## src/rtl/fg_sram_fetch.sv

```systemverilog
`timescale 1ns/1ps
// fg_sram_fetch: answers per-pixel foreground slots from SRAM and drains buffered frame writes into idle port cycles.
// Latency: fixed 3 cycles from slot to response (S1 address, S2 SRAM drive, S3 capture, registered output).
// Backpressure: none on reads (every slot is answered); writes stall on wr_ready while the write buffer is full.
// Build option: FG_FETCH_WRITE_FIFO_EN selects a WFIFO_DEPTH-entry write FIFO instead of one holding register.
module fg_sram_fetch #(
    parameter int R_WIDTH      = 5,
    parameter int G_WIDTH      = 6,
    parameter int B_WIDTH      = 5,
    parameter int PRECISION    = 11,
    parameter int RESOLUTION_X = 800,
    parameter int RESOLUTION_Y = 600,
    parameter int ADDR_WIDTH   = 19,
    parameter int WFIFO_DEPTH  = 4,
    localparam int PIXEL_SIZE  = R_WIDTH + G_WIDTH + B_WIDTH
) (
    input  logic                  clk,
    input  logic                  rst_n,
    input  logic                  slot_valid,
    input  logic                  req_active,
    input  logic [PRECISION:0]    req_x,
    input  logic [PRECISION:0]    req_y,
    output logic [PIXEL_SIZE-1:0] fg_pixel_out,
    output logic                  fg_pixel_skip,
    output logic                  fg_pixel_ready,
    input  logic                  wr_valid,
    output logic                  wr_ready,
    input  logic [PRECISION-1:0]  wr_x,
    input  logic [PRECISION-1:0]  wr_y,
    input  logic [PIXEL_SIZE-1:0] wr_data,
    output logic [ADDR_WIDTH-1:0] sram_addr,
    output logic                  sram_oe_n,
    output logic                  sram_we_n,
    output logic                  sram_data_oe,
    output logic [PIXEL_SIZE-1:0] sram_data_out,
    input  logic [PIXEL_SIZE-1:0] sram_data_in
);
    localparam int CW = PRECISION + 1;
    localparam int WE = ADDR_WIDTH + PIXEL_SIZE;

    if (WFIFO_DEPTH < 2 || (WFIFO_DEPTH & (WFIFO_DEPTH - 1)) != 0) begin : g_bad_depth
        $error("WFIFO_DEPTH must be a power of two and at least 2");
    end

    // Row-major word address; the constant multiply reduces to shift-add.
    function automatic logic [ADDR_WIDTH-1:0] pix_addr(input logic [PRECISION-1:0] x,
                                                      input logic [PRECISION-1:0] y);
        return ADDR_WIDTH'(y) * ADDR_WIDTH'(RESOLUTION_X) + ADDR_WIDTH'(x);
    endfunction

    logic                  s1_vld_q, s1_vld_d, s1_skip_q, s1_skip_d;
    logic [ADDR_WIDTH-1:0] s1_addr_q, s1_addr_d;
    logic                  s2_vld_q, s2_vld_d, s2_skip_q, s2_skip_d;
    logic                  s3_vld_q, s3_vld_d, s3_skip_q, s3_skip_d;
    logic [PIXEL_SIZE-1:0] s3_dat_q, s3_dat_d;
    logic                  out_rdy_q, out_rdy_d, out_skip_q, out_skip_d;
    logic [PIXEL_SIZE-1:0] out_dat_q, out_dat_d;
    logic [ADDR_WIDTH-1:0] sram_addr_q, sram_addr_d;
    logic                  sram_oe_n_q, sram_oe_n_d, sram_we_n_q, sram_we_n_d;
    logic                  sram_data_oe_q, sram_data_oe_d;
    logic [PIXEL_SIZE-1:0] sram_data_out_q, sram_data_out_d;
    logic                  rdy_en_q, rdy_en_d;

    logic          rd_x_ok, rd_y_ok, rd_hit, rd_own;
    logic          wr_in_range, wq_push, wq_pop, wq_full, wq_empty;
    logic [WE-1:0] wq_wdat, wq_head;

    // Negative coordinates have the sign bit set, so an unsigned compare on the rest is enough.
    assign rd_x_ok = !req_x[CW-1] && (req_x < CW'(RESOLUTION_X));
    assign rd_y_ok = !req_y[CW-1] && (req_y < CW'(RESOLUTION_Y));
    assign rd_hit  = slot_valid && req_active && rd_x_ok && rd_y_ok;
    assign rd_own  = s1_vld_q && !s1_skip_q;

    // Out-of-range writes are accepted but never enter the buffer.
    assign wr_in_range = (wr_x < PRECISION'(RESOLUTION_X)) && (wr_y < PRECISION'(RESOLUTION_Y));
    assign wr_ready    = rdy_en_q && !wq_full;
    assign wq_push     = wr_valid && wr_ready && wr_in_range;
    assign wq_pop      = !rd_own && !wq_empty;
    assign wq_wdat     = {pix_addr(wr_x, wr_y), wr_data};

`ifdef FG_FETCH_WRITE_FIFO_EN
    localparam int PW = $clog2(WFIFO_DEPTH);
    logic [WE-1:0] wq_mem [WFIFO_DEPTH];
    logic [PW-1:0] wq_wptr_q, wq_wptr_d, wq_rptr_q, wq_rptr_d;
    logic [PW:0]   wq_cnt_q, wq_cnt_d;

    assign wq_full  = (wq_cnt_q == (PW + 1)'(WFIFO_DEPTH));
    assign wq_empty = (wq_cnt_q == '0);
    assign wq_head  = wq_mem[wq_rptr_q];

    // Pointers wrap naturally because the depth is a power of two.
    always_comb begin
        wq_wptr_d = wq_wptr_q + PW'(wq_push);
        wq_rptr_d = wq_rptr_q + PW'(wq_pop);
        wq_cnt_d  = wq_cnt_q + (PW + 1)'(wq_push) - (PW + 1)'(wq_pop);
    end

    // Storage needs no reset; occupancy is tracked by the count.
    always_ff @(posedge clk) begin
        if (wq_push) wq_mem[wq_wptr_q] <= wq_wdat;
    end

    // FIFO pointer registers.
    always_ff @(posedge clk) begin
        if (!rst_n) begin
            wq_wptr_q <= '0;
            wq_rptr_q <= '0;
            wq_cnt_q  <= '0;
        end else begin
            wq_wptr_q <= wq_wptr_d;
            wq_rptr_q <= wq_rptr_d;
            wq_cnt_q  <= wq_cnt_d;
        end
    end
`else
    logic          hold_vld_q, hold_vld_d;
    logic [WE-1:0] hold_ent_q, hold_ent_d;

    assign wq_full  = hold_vld_q;
    assign wq_empty = !hold_vld_q;
    assign wq_head  = hold_ent_q;

    // Push only happens while empty and pop only while full, so they never collide.
    always_comb begin
        hold_vld_d = hold_vld_q;
        hold_ent_d = hold_ent_q;
        if (wq_push) begin
            hold_vld_d = 1'b1;
            hold_ent_d = wq_wdat;
        end else if (wq_pop) begin
            hold_vld_d = 1'b0;
        end
    end

    // Holding register.
    always_ff @(posedge clk) begin
        if (!rst_n) begin
            hold_vld_q <= 1'b0;
            hold_ent_q <= '0;
        end else begin
            hold_vld_q <= hold_vld_d;
            hold_ent_q <= hold_ent_d;
        end
    end
`endif

    // Read pipeline advance and SRAM port arbitration: a read in S1 always takes the port next cycle.
    always_comb begin
        s1_vld_d        = slot_valid;
        s1_skip_d       = !rd_hit;
        s1_addr_d       = pix_addr(req_x[PRECISION-1:0], req_y[PRECISION-1:0]);
        s2_vld_d        = s1_vld_q;
        s2_skip_d       = s1_skip_q;
        s3_vld_d        = s2_vld_q;
        s3_skip_d       = s2_skip_q;
        s3_dat_d        = (s2_vld_q && !s2_skip_q) ? sram_data_in : '0;
        out_rdy_d       = s3_vld_q;
        out_skip_d      = s3_vld_q && s3_skip_q;
        out_dat_d       = s3_vld_q ? s3_dat_q : '0;
        sram_addr_d     = sram_addr_q;
        sram_oe_n_d     = 1'b1;
        sram_we_n_d     = 1'b1;
        sram_data_oe_d  = 1'b0;
        sram_data_out_d = sram_data_out_q;
        rdy_en_d        = 1'b1;
        if (rd_own) begin
            sram_addr_d = s1_addr_q;
            sram_oe_n_d = 1'b0;
        end else if (wq_pop) begin
            sram_addr_d     = wq_head[WE-1:PIXEL_SIZE];
            sram_data_out_d = wq_head[PIXEL_SIZE-1:0];
            sram_we_n_d     = 1'b0;
            sram_data_oe_d  = 1'b1;
        end
    end

    // State registers; reset drops every in-flight read and idles the port.
    always_ff @(posedge clk) begin
        if (!rst_n) begin
            s1_vld_q        <= 1'b0;
            s1_skip_q       <= 1'b0;
            s1_addr_q       <= '0;
            s2_vld_q        <= 1'b0;
            s2_skip_q       <= 1'b0;
            s3_vld_q        <= 1'b0;
            s3_skip_q       <= 1'b0;
            s3_dat_q        <= '0;
            out_rdy_q       <= 1'b0;
            out_skip_q      <= 1'b0;
            out_dat_q       <= '0;
            sram_addr_q     <= '0;
            sram_oe_n_q     <= 1'b1;
            sram_we_n_q     <= 1'b1;
            sram_data_oe_q  <= 1'b0;
            sram_data_out_q <= '0;
            rdy_en_q        <= 1'b0;
        end else begin
            s1_vld_q        <= s1_vld_d;
            s1_skip_q       <= s1_skip_d;
            s1_addr_q       <= s1_addr_d;
            s2_vld_q        <= s2_vld_d;
            s2_skip_q       <= s2_skip_d;
            s3_vld_q        <= s3_vld_d;
            s3_skip_q       <= s3_skip_d;
            s3_dat_q        <= s3_dat_d;
            out_rdy_q       <= out_rdy_d;
            out_skip_q      <= out_skip_d;
            out_dat_q       <= out_dat_d;
            sram_addr_q     <= sram_addr_d;
            sram_oe_n_q     <= sram_oe_n_d;
            sram_we_n_q     <= sram_we_n_d;
            sram_data_oe_q  <= sram_data_oe_d;
            sram_data_out_q <= sram_data_out_d;
            rdy_en_q        <= rdy_en_d;
        end
    end

    assign fg_pixel_ready = out_rdy_q;
    assign fg_pixel_skip  = out_skip_q;
    assign fg_pixel_out   = out_dat_q;
    assign sram_addr      = sram_addr_q;
    assign sram_oe_n      = sram_oe_n_q;
    assign sram_we_n      = sram_we_n_q;
    assign sram_data_oe   = sram_data_oe_q;
    assign sram_data_out  = sram_data_out_q;
endmodule

```

## config.mk

```make
export PLATFORM = sky130hd
export DESIGN_NAME = fg_sram_fetch
export DESIGN_NICKNAME = d
export VERILOG_FILES = /design/src/rtl/fg_sram_fetch.sv
export SDC_FILE = /design/constraint.sdc
export NUM_CORES = 1
export LEC_CHECK = 0
export ABC_AREA = 1
export BUFFER_PORTS_ARGS = -buffer_cell sky130_fd_sc_hd__buf_2
export CAP_MARGIN = 15
export CELL_PAD_IN_SITES_DETAIL_PLACEMENT = 0
export CELL_PAD_IN_SITES_GLOBAL_PLACEMENT = 1
export CORE_UTILIZATION = 40
export CTS_CLUSTER_DIAMETER = 200
export DETAILED_ROUTE_END_ITERATION = 7
export PLACE_DENSITY = 0.8
export SYNTH_ARGS = -nofsm -noshare
export SYNTH_HDL_FRONTEND = slang
export SYNTH_SLANG_ARGS = --single-unit
```

## constraint.sdc

```tcl
create_clock -name clk -period 3.8 [get_ports clk]
set_input_delay 0.19 -clock clk [delete_from_list [all_inputs] [get_ports clk]]
set_output_delay 0.19 -clock clk [all_outputs]
set_load 0.01 [all_outputs]
```

---- Word level (Yosys, flattened, before mapping) ----
Cells that the tools add are included.
storage, ports and cells
  RAM bits ................................ 0
  bits in latches ......................... 0
  memories kept ........................... 0
  output and inout bits ................... 57
  ROM bits ................................ 0
  flip-flop bits (word level) ............. 134
operators by class
  equality and inequality tests ........... 0
  shift operators ......................... 0
  $lt $le $gt $ge ......................... 4
  muxes and demuxes ....................... 8
  reduce and logical (&&, ||, !) cells .... 26
  div/mod/pow operators ................... 0
  multiply operators ...................... 2
  add/sub/neg operators ................... 2
  bitwise gates (word level) .............. 2
operators with widths
  kind                     number
  $add A19 B11 Y19         2
  $mux W19                 2
  $mul A11 B5 Y14 const B  2
  $lt A12 B10 Y1 const B   2
  $lt A11 B10 Y1 const B   2
  $logic_and A1 B1 Y1      13
  $logic_not A1 Y1         7
  $mux W1                  6
  $reduce_and A2 Y1        3
  $reduce_bool A2 Y1       2
  $not A1 Y1               2
  $reduce_or A2 Y1         1

---- Depth between registers and ports, before layout ----
Gate-level depths: netlist of run 1.
  depth in word-level cells ............... 6
  mapped depth ............................ 21
  depth with buffers taken out ............ 21

---- Worst setup path after synthesis of run 1 ----
No wires, ideal clock.
  kind .................................... input -> register
  from .................................... input port req_y[1]
  to ...................................... register s1_addr_q[17]
  arrival ................................. 2727 ps
  stages .................................. 16
  path slack .............................. 957 ps
  path buffers ............................ 0
  required time ........................... 3683 ps
  path through ............................ ha_1 ha_1 ha_1 inv_1 fa_1 inv_1 ha_1 nand2_1 o21ai_0 nor2_1 nor2_1 nand3_2 nor2_2 nand2_1 nand2_1 a21oi_1
between the ends
  cells in the longest elaborated chain, start to end .. 2
ends and longest elaborated chain
  what                  RTL line  text
  from (decl)           22        input logic [PRECISION:0] req_y,
  $mul A11 B5 Y14       48        return ADDR_WIDTH'(y) * ADDR_WIDTH'(RESOLUTION_X) + ADDR_WIDTH'(x);
  $add A19 B11 Y19      48
  to (signal assigned)  200       s1_addr_q <= s1_addr_d;
  to (decl)             52        logic [ADDR_WIDTH-1:0] s1_addr_q, s1_addr_d;
Every way passes these cells.
A chain may end at the register's enable or synchronous reset.

---- Final worst setup path of run 1 ----
Same ends and word-level chain as after synthesis.

==> impl_metrics.tcl, run 1 <==
set metrics [dict create \
    worst_ep_arrival_time_ns 3.08 \
    p_per_area_mw_per_mm2 481 \
    grt_max_degree 75 \
    met3_usage 0.0376 \
    synth_cells 1007 \
    drv_slew 0 \
    power_w 0.00439 \
    die_area_sq_mm 0.0190 \
    overflow 0 \
    viasPerCell 4.47 \
    synth_edf_count 0 \
    fmax_mhz 360 \
    nFillCells 1809 \
    fin_util 0.507 \
    combPwrFrac 0.270 \
    ir_drop_mv 0.268 \
    syn_area_sq_mm 0.00739 \
    cts_sinks 134 \
    synthArstFlopShare 0 \
    nets 1343 \
    seqPwrFrac 0.341 \
    p_leak_nw 4.94 \
    drive_gt1_frac 0.177 \
    holdWs_ns 0.0224 \
    fin_worst_skew_ns 0.0146 \
    setup_violations 0 \
    synth-main-ff-cell "dfxtp_1" \
    drv_cap 0 \
    setup_tns_ns 0 \
    rows 49 \
    grt_pass1_wl_mm 26.9 \
    crit_required_ns 4.10 \
    antenna_found_initial 0 \
    syn2layout_area_growth_pct 23.6 \
    cts_tree "done" \
    antenna_left 0 \
    switchingPower_w 0.00146 \
    syn-num-nets 1185 \
    wl_per_cell_um 11.9 \
    clk_latency_ns 0.42 \
    route.detailed.drc 0 \
    finalCritPeriodShare 0.732 \
    place_congestion 0.774 \
    switching_share 0.333 \
    cts_buffers 17 \
    cp_max_fo 5 \
    slew_headroom 0.444 \
    dr.pass1.iters 4 \
    diodes 0 \
    die_y_um 138 \
    core_area_sq_mm 0.0180 \
    use_met1 0.242 \
    grtUsageTotal 0.180 \
    ctsHtreeMaxLevel 4 \
    first_global_vias 5743 \
    wirelength_mm 16.7 \
    drt_iter0_drc 286 \
    tightestPinTransition_ns 0.833 \
    fin_crit_ns 2.78 \
    port_buffers 139 \
    place_hpwl_mm 12.4 \
    grt_util_met2 0.291 \
    hold_violations 0 \
    hp-class "primary input to flop" \
    io_pins 140 \
    avgSynthCellArea_sq_um 7.34 \
    clockBufferDepth 2 \
    yosysWarnings 0 \
    status "complete, no violations" \
    start_util 0.410 \
    clk_pin_slew_ns 0.07 \
    ys_types 41 \
    synth.ff_latch_count 134 \
    grt-busiest-layer "met2" \
    crit_path_end_kind "flop" \
    startpoint_type "primary input" \
    critical_path_class "primary input to flop" \
    synth_sequential_area_ratio 0.363 \
    p_clk_frac 0.389 \
    cts-root-buf "clkbuf_16" \
    route.vias.total 6295 \
    rsz0062_at_grt "false" \
    p_int_w 0.00293 \
    die_x_um 138 \
]
[synthesized netlist by cell type, drive strengths merged (3+ instances only)]
library cell / n / area share
nand3b: 3 / 0.0036
a31oi: 4 / 0.0034
or2: 3 / 0.0025
nand2: 203 / 0.11
inv: 195 / 0.099
clkbuf: 12 / 0.0061
fa: 14 / 0.038
o21ai: 61 / 0.042
ha: 81 / 0.14
buf: 14 / 0.010
dfxtp: 134 / 0.36
nor2: 159 / 0.087
nand4: 4 / 0.0034
nand3: 47 / 0.035
xnor2: 8 / 0.0095
xor2: 5 / 0.0059
o211ai: 8 / 0.0081
nor3: 5 / 0.0034
a21oi: 35 / 0.024
[worst max-delay path, cell delays in order]
cell,delay [ns]
buf_2,0.13
ha_1,0.30
ha_1,0.30
ha_1,0.31
inv_1,0.06
fa_1,0.52
inv_1,0.04
ha_1,0.33
nand2_1,0.08
o21ai_0,0.17
nor2_1,0.08
nor2_1,0.16
nand3_2,0.11
nor2_2,0.12
nand2_1,0.06
nand2_1,0.06
a21oi_1,0.05
[path summary, 6_finish.rpt]
check | from | endpoint | slack [ns] | cells after the start
setup / recovery | req_y[1] | s1_addr_q[17] | 1.02 | 17
hold reg to reg | s3_dat_q[5] | fg_pixel_out[5] | 0.40 | 2
setup reg to reg | hold_vld_q | hold_ent_q[23] | 1.74 | 7
hold / removal | wr_data[7] | hold_ent_q[7] | 0.02 | 3
[area by class of cell]
type	instances	area [sq um]	area share
clock buffers	17	425	0.0466
clock inverters	15	205	0.0225
inverters	197	744	0.0815
multi-input cells	650	3840	0.421
flip-flops and latches	134	2680	0.294
well taps	229	287	0.0314
repair buffers	165	946	0.104
[power groups by stage]
stage	Combinational, W	Clock (W)	Sequential [W]
2_1_floorplan	0.000896	0	0.00153
3_3_place_gp	0.00117	0	0.00153
3_5_place_dp	0.00118	0	0.00153
4_1_cts	0.00120	0.00175	0.00150
5_1_grt	0.00138	0.00181	0.00151
6_report	0.00119	0.00171	0.00150
[state kept, by name (all words and copies together) (netlist names)]
name,cells
s2_skip_q,1
s2_vld_q,1
hold_vld_q,1
s1_skip_q,1
sram_oe_n,1
hold_ent_q,35
sram_we_n,1
out_rdy_d,1
fg_pixel_out,16
sram_data_oe,1
s3_dat_q,16
s3_skip_q,1
rdy_en_q,1
s1_addr_q,19
fg_pixel_skip,1
sram_addr,19
fg_pixel_ready,1
s1_vld_q,1
sram_data_out,16
[metrics by stage]
stage	setup slack, ns	instance area, sq um	instances
3_5_place_dp	0.590	8280	1353
5_1_grt	0.835	9130	1407
2_1_floorplan	0.957	7390	1007
6_report	1.02	9130	1407
4_1_cts	1.03	9130	1407
3_3_place_gp	0.675	8280	1353
[timing repair]
item                      in CTS  in global routing
hold buffers                  22                  0
hold endpoints to repair      22                  0
buffers inserted               0                  0
resized for setup              0                  0
[logic make-up after synthesis]
group | Yosys count | share of synthesized area
adder cells (fa/ha/maj) | 95 | 0.175
buffers and inverters | 223 | 0.117
AO/OA/AOI/OAI | 117 | 0.0869
XOR/XNOR | 13 | 0.0154
flip-flops | 134 | 0.363
AND/OR/NAND/NOR | 425 | 0.243
[layer usage]
metal / wire [um] / vias up
met5: 0 / -
met4: 102 / 0
met3: 809 / 8
met2: 7550 / 108
met1: 8230 / 2759
li1: - / 3420
[cells in the final DEF, fill, tap and decap left out, types with 5 or more instances in the layout]
master	synthesis	layout
o211ai_1	8	8
a21oi_1	35	35
fa_1	14	14
dlygate4sd3_1	0	22
ha_1	81	81
clkbuf_16	0	17
dfxtp_1	134	134
xor2_1	5	5
o21ai_0	59	59
inv_1	194	194
nand2_2	10	10
nor2_2	7	7
nand2_1	193	193
nand3_1	42	42
buf_2	5	139
xnor2_1	8	8
nor2_1	148	148
nor3_1	5	5
nand3_2	5	5
(Power assumes the default switching activity.)
==> run 2, diff against run 1 <==
--- a/config.mk
+++ b/config.mk
@@ -5,7 +5,7 @@
 export SDC_FILE = /design/constraint.sdc
 export NUM_CORES = 1
 export LEC_CHECK = 0
-export ABC_AREA = 1
+export ABC_AREA = 0
 export BUFFER_PORTS_ARGS = -buffer_cell sky130_fd_sc_hd__buf_2
 export CAP_MARGIN = 15
 export CELL_PAD_IN_SITES_DETAIL_PLACEMENT = 0
@@ -13,7 +13,7 @@
 export CORE_UTILIZATION = 40
 export CTS_CLUSTER_DIAMETER = 200
 export DETAILED_ROUTE_END_ITERATION = 7
-export PLACE_DENSITY = 0.8
+export PLACE_DENSITY = 0.77
 export SYNTH_ARGS = -nofsm -noshare
 export SYNTH_HDL_FRONTEND = slang
 export SYNTH_SLANG_ARGS = --single-unit
==> constraint.sdc (replaced) <==
create_clock -name clk -period 2.6 [get_ports clk]
set_input_delay 0.13 -clock clk [delete_from_list [all_inputs] [get_ports clk]]
set_output_delay 0.13 -clock clk [all_outputs]
set_load 0.01 [all_outputs]
==> impl_metrics.tcl, run 2 <==
set metrics [dict create \
    drv_slew 0 \
    p_leak_nw 4.60 \
    wirelength_mm 16.0 \
    diodes 0 \
    wl_per_cell_um 12.9 \
    fin_crit_ns 2.56 \
    clockBufferDepth 2 \
    core_area_sq_mm 0.0172 \
    cts-root-buf "clkbuf_16" \
    syn_area_sq_mm 0.00701 \
    finalCritPeriodShare 0.984 \
    route.detailed.drc 0 \
    regMostFlops "hold_ent_q" \
    ctsHtreeMaxLevel 4 \
    cts_buffers 17 \
    clk_latency_ns 0.40 \
    slowest_delay_ns 0.51 \
    fin_util 0.587 \
    ir_drop_mv 0.492 \
    clk_pin_slew_ns 0.06 \
    cp_max_fo 5 \
    avgSynthCellArea_sq_um 9.40 \
    die_y_um 134 \
    dr.pass1.iters 5 \
    yosysWarnings 0 \
    synthTopCellsByCount "134 x dfxtp_1, 81 x ha_1, 73 x inv_1" \
    fmax_mhz 391 \
    synth_sequential_area_ratio 0.383 \
    synth-main-ff-cell "dfxtp_1" \
    antenna_left 0 \
    crit_required_ns 2.88 \
    cts_sinks 134 \
    ff_latch_area_sq_mm 0.00268 \
    p_per_area_mw_per_mm2 697 \
    drive_gt1_frac 0.331 \
    power_w 0.00703 \
    cts_tree "done" \
    critical_path_class "primary input to flop" \
    route.vias.total 5851 \
    syn-num-nets 924 \
    nFillCells 1592 \
    die_area_sq_mm 0.0181 \
    status "complete, no violations" \
    nets 1181 \
    overflow 0 \
    drv_cap 0 \
    io_pins 140 \
    port_buffers 139 \
    grt_pass1_wl_mm 26.7 \
    synthArstFlopShare 0 \
    place_congestion 0.768 \
    largest_reg_flops 35 \
    tightestPinTransition_ns 0.631 \
    grtUsageTotal 0.185 \
    place_hpwl_mm 11.8 \
    synth_edf_count 0 \
    synth.most_common_cell "dfxtp_1" \
    path_common_cell "ha_4" \
    first_global_vias 5727 \
    viasPerCell 4.71 \
    grt_max_degree 39 \
    slew_headroom 0.578 \
    synth_cells 746 \
    die_x_um 134 \
    worst_ep_arrival_time_ns 2.84 \
    ys_types 53 \
    startpoint_type "primary input" \
    rows 48 \
    crit_path_end_kind "flop" \
    multi_input_area_sq_mm 0.00444 \
    setup_violations 0 \
    worstPathCellList "buf_12 > inv_12 > ha_4 > inv_4 > ha_4 > inv_2 > fa_1 > inv_2 > ha_4 > a21o_1 > or4_4 > nand3_2 > and3_4 > a311o_1 > a21oi_1" \
    drt_iter0_drc 194 \
    yosysTopAreaCell "dfxtp_1" \
    layout_common_cells "134 x dfxtp_1, 134 x buf_2, 84 x buf_4, 67 x nor2_1, 58 x inv_1" \
    syn2layout_area_growth_pct 44.0 \
    hp-class "primary input to flop" \
    ys_top_cells_by_area "dfxtp_1 38%, ha_1 14%, mux2i_1 6.9%" \
    cp_slowest_cell "fa_1" \
    fin_ws_ns 0.0424 \
    dp_slack_ns -0.430 \
    hold_violations 0 \
    start_util 0.408 \
    fin_worst_skew_ns 0.00727 \
    synth.ff_latch_count 134 \
    rsz0062_at_grt "true" \
    setup_tns_ns 0 \
    synth.top_cell.area_share 0.383 \
    antenna_found_initial 0 \
]
==> run 2: changes by cell type after synthesis, sizes merged, moves of 11 or more <==
cell	previous run	this run
nand2	203	46
inv	195	73
nor2	159	68
mux2i	0	48
o21ai	61	16
nand3	47	5
and2	0	31
a211oi	1	25
and3	0	22
xnor2	8	28
a21oi	35	46
==> run 2: cells by family after synthesis <==
| kind of cell | share of synthesized area |
|---|---|
| AO/OA/AOI/OAI | 0.119 |
| multiplexers | 0.0685 |
| XOR/XNOR | 0.0437 |
| adder cells (fa/ha/maj) | 0.185 |
| flip-flops | 0.383 |
| AND/OR/NAND/NOR | 0.146 |
| buffers and inverters | 0.0562 |
==> run 2: cell type report <==
| class | instances | area share |
|---|---|---|
| clock buffers | 19 | 0.0439 |
| flip-flops and latches | 134 | 0.266 |
| inverters | 73 | 0.0286 |
| clock inverters | 13 | 0.0134 |
| repair buffers | 267 | 0.181 |
| multi-input cells | 510 | 0.440 |
| well taps | 225 | 0.0279 |
==> run 2: path summary, 6_finish.rpt <==
path,to,cells after the start,from,slack (ns)
max,s1_addr_q[18],15,req_y[5],0.04
min,s1_skip_q,3,req_y[11],0.1
max reg2reg,hold_ent_q[28],6,hold_vld_q,0.85
min reg2reg,sram_data_out[15],2,hold_ent_q[15],0.45
==> run 2: metal layers <==
layer,vias to the layer above,global-route usage,share of wire
met5,-,0,0
met4,0,0.0562,0.0085
met3,8,0.0385,0.037
met2,106,0.315,0.48
met1,2688,0.234,0.47
li1,3049,-,-
==> run 2: through the flow <==
stage	hold slack [ns]	area, sq um	cells
global route	0.112	10100	1241
CTS	0.0906	9810	1234
global placement	0.330	8790	1158
detailed placement	0.332	8790	1158
floorplan	0.158	7340	746
finish	0.0959	10100	1241
==> run 2: repair_timing <==
item,in CTS,in global routing
endpoints found under the hold margin,44,0
gates resized for setup,0,46
setup endpoints to repair,0,9
hold buffers,44,0
setup buffers,0,7
==> run 2: critical path, delay by kind of cell <==
family          cells  cell delay (ns)
simple gates        3             0.80
buf+inv             5             0.23
compound gates      3             0.41
fa+ha+maj           4             1.26
==> run 2: power breakdown <==
group          internal, W  switching (W)
registers          0.00216      0.0000395
logic              0.00135        0.00115
clock network      0.00137       0.000954
==> run 3, diff against run 2 <==
--- a/config.mk
+++ b/config.mk
@@ -13,6 +13,7 @@
 export CORE_UTILIZATION = 40
 export CTS_CLUSTER_DIAMETER = 200
 export DETAILED_ROUTE_END_ITERATION = 7
+export HOLD_SLACK_MARGIN = 0.15
 export PLACE_DENSITY = 0.77
 export SYNTH_ARGS = -nofsm -noshare
 export SYNTH_HDL_FRONTEND = slang
==> impl_metrics.tcl, run 3 (synthesized netlist as in run 2, its figures left out) <==
set metrics [dict create \
    grtUsageTotal 0.185 \
    rrSetupSlack_ns 0.84 \
    wl_per_cell_um 12.8 \
    regMostFlops "hold_ent_q" \
    core_area_sq_mm 0.0172 \
    ir_drop_mv 0.492 \
    crit_required_ns 2.89 \
    holdPathEnd "s1_addr_q[6]" \
    die_area_sq_mm 0.0181 \
    start_util 0.408 \
    multi_input_area_sq_mm 0.00444 \
    drt_iter0_drc 191 \
    slew_headroom 0.578 \
    port_buffers 139 \
    dp.cells 1158 \
    grt_max_degree 39 \
    cp_max_fo 5 \
    reg2reg_depth 6 \
    place_congestion 0.768 \
    min_path_cells 4 \
    nets 1187 \
    nFillCells 1580 \
    place_hpwl_mm 11.8 \
    die_y_um 134 \
    critical_path_class "primary input to flop" \
    cts-root-buf "clkbuf_16" \
    finalNonFillerCells 1247 \
    cts_buffers 17 \
    clk_latency_ns 0.41 \
    clockBufferDepth 2 \
    clk_pin_slew_ns 0.06 \
    setup_violations 0 \
    antenna_found_initial 0 \
    holdWs_ns 0.175 \
    viasPerCell 4.70 \
    fin_util 0.591 \
    wirelength_mm 16.0 \
    antenna_left 0 \
    cts_sinks 134 \
    drv_slew 0 \
    first_global_vias 5739 \
    startpoint_type "primary input" \
    largest_reg_flops 35 \
    status "complete, no violations" \
    die_x_um 134 \
    fin_worst_skew_ns 0.00727 \
    r2r_start "hold_vld_q" \
    worst_ep_arrival_time_ns 2.85 \
    power_w 0.00704 \
    hold_violations 0 \
    p_per_area_mw_per_mm2 693 \
    ff_latch_area_sq_mm 0.00268 \
    fmax_mhz 390 \
    diodes 0 \
    hp-class "primary input to flop" \
    fin_crit_ns 2.56 \
    dp_slack_ns -0.430 \
    hold_start "req_x[6]" \
    tightestPinTransition_ns 0.631 \
    fin_ws_ns 0.0356 \
    route.vias.total 5863 \
    crit_path_end_kind "flop" \
    syn2layout_area_growth_pct 44.8 \
    cts_tree "done" \
    io_pins 140 \
    layout_common_cells "134 x dfxtp_1, 134 x buf_2, 84 x buf_4, 67 x nor2_1, 58 x inv_1" \
    drive_gt1_frac 0.329 \
    finalCritPeriodShare 0.986 \
    ctsHtreeMaxLevel 4 \
    dr.pass1.iters 4 \
    rsz0062_at_grt "true" \
    rows 48 \
    drv_cap 0 \
    overflow 0 \
    grt_pass1_wl_mm 26.7 \
    worstReg2RegEnd "hold_ent_q[28]" \
    route.detailed.drc 0 \
    p_leak_nw 4.63 \
]
-- run 3: cell types whose count changed in the layout (fill, tap and decap cells not counted) --
cell / change
dlygate4sd3_1: +6
-- run 3: power breakdown --
part / leakage (nW) / total [W] / internal, W / switching [W]
Combinational: 3.26 / 0.00251 / 0.00136 / 0.00115
Sequential: 1.09 / 0.00220 / 0.00216 / 0.0000396
Clock: 0.279 / 0.00233 / 0.00137 / 0.000952
Total: 4.63 / 0.00704 / 0.00489 / 0.00214
-- run 3: worst max-delay path by stage --
stage | endpoint | depth (start not counted) | from
floorplan | s1_addr_q[18] | 14 | req_y[5]
global placement | s1_addr_q[18] | 15 | req_y[5]
detailed placement | s1_addr_q[18] | 17 | req_y[5]
CTS | s1_addr_q[18] | 15 | req_y[5]
global route | hold_ent_q[34] | 14 | wr_y[4]
finish | s1_addr_q[17] | 15 | req_y[5]
-- run 3: layer usage --
metal	wire length [um]	part of all wire	GRT usage
met1	7550	0.47	0.233
met2	7730	0.48	0.316
met3	566	0.035	0.0385
met4	135	0.0084	0.0562
met5	0	0	0
-- run 3: worst max-delay path, stage by stage --
cell     delay [ns]
buf_12         0.09
inv_12         0.03
ha_4           0.26
inv_4          0.03
ha_4           0.24
inv_2          0.03
fa_1           0.52
inv_2          0.05
ha_4           0.25
a21o_1         0.20
or4_4          0.51
nand3_2        0.09
and3_4         0.20
and3_4         0.18
nor3_2         0.04
-- run 3: final cells by class --
type	instances	area share
clock buffer	19	0.0436
clock inverter	13	0.0133
inverter	73	0.0285
multi-input combinational	510	0.437
sequential	134	0.264
tap	225	0.0277
timing repair buffer	273	0.186
-- run 3: what timing repair did --
item | 4_1_cts | 5_1_grt
endpoints found under the hold margin | 51 | 0
hold buffers | 50 | 0
endpoints found under the setup margin | 0 | 9
buffers inserted | 0 | 7
resized for setup | 0 | 46
-- run 3: stage by stage --
stage,cell area (sq um),setup TNS (ns)
after floorplan,7340,-0.472
after global placement,8790,-3.98
after detailed placement,8790,-4.18
after CTS,9870,0
after global routing,10200,-0.176
final,10200,0
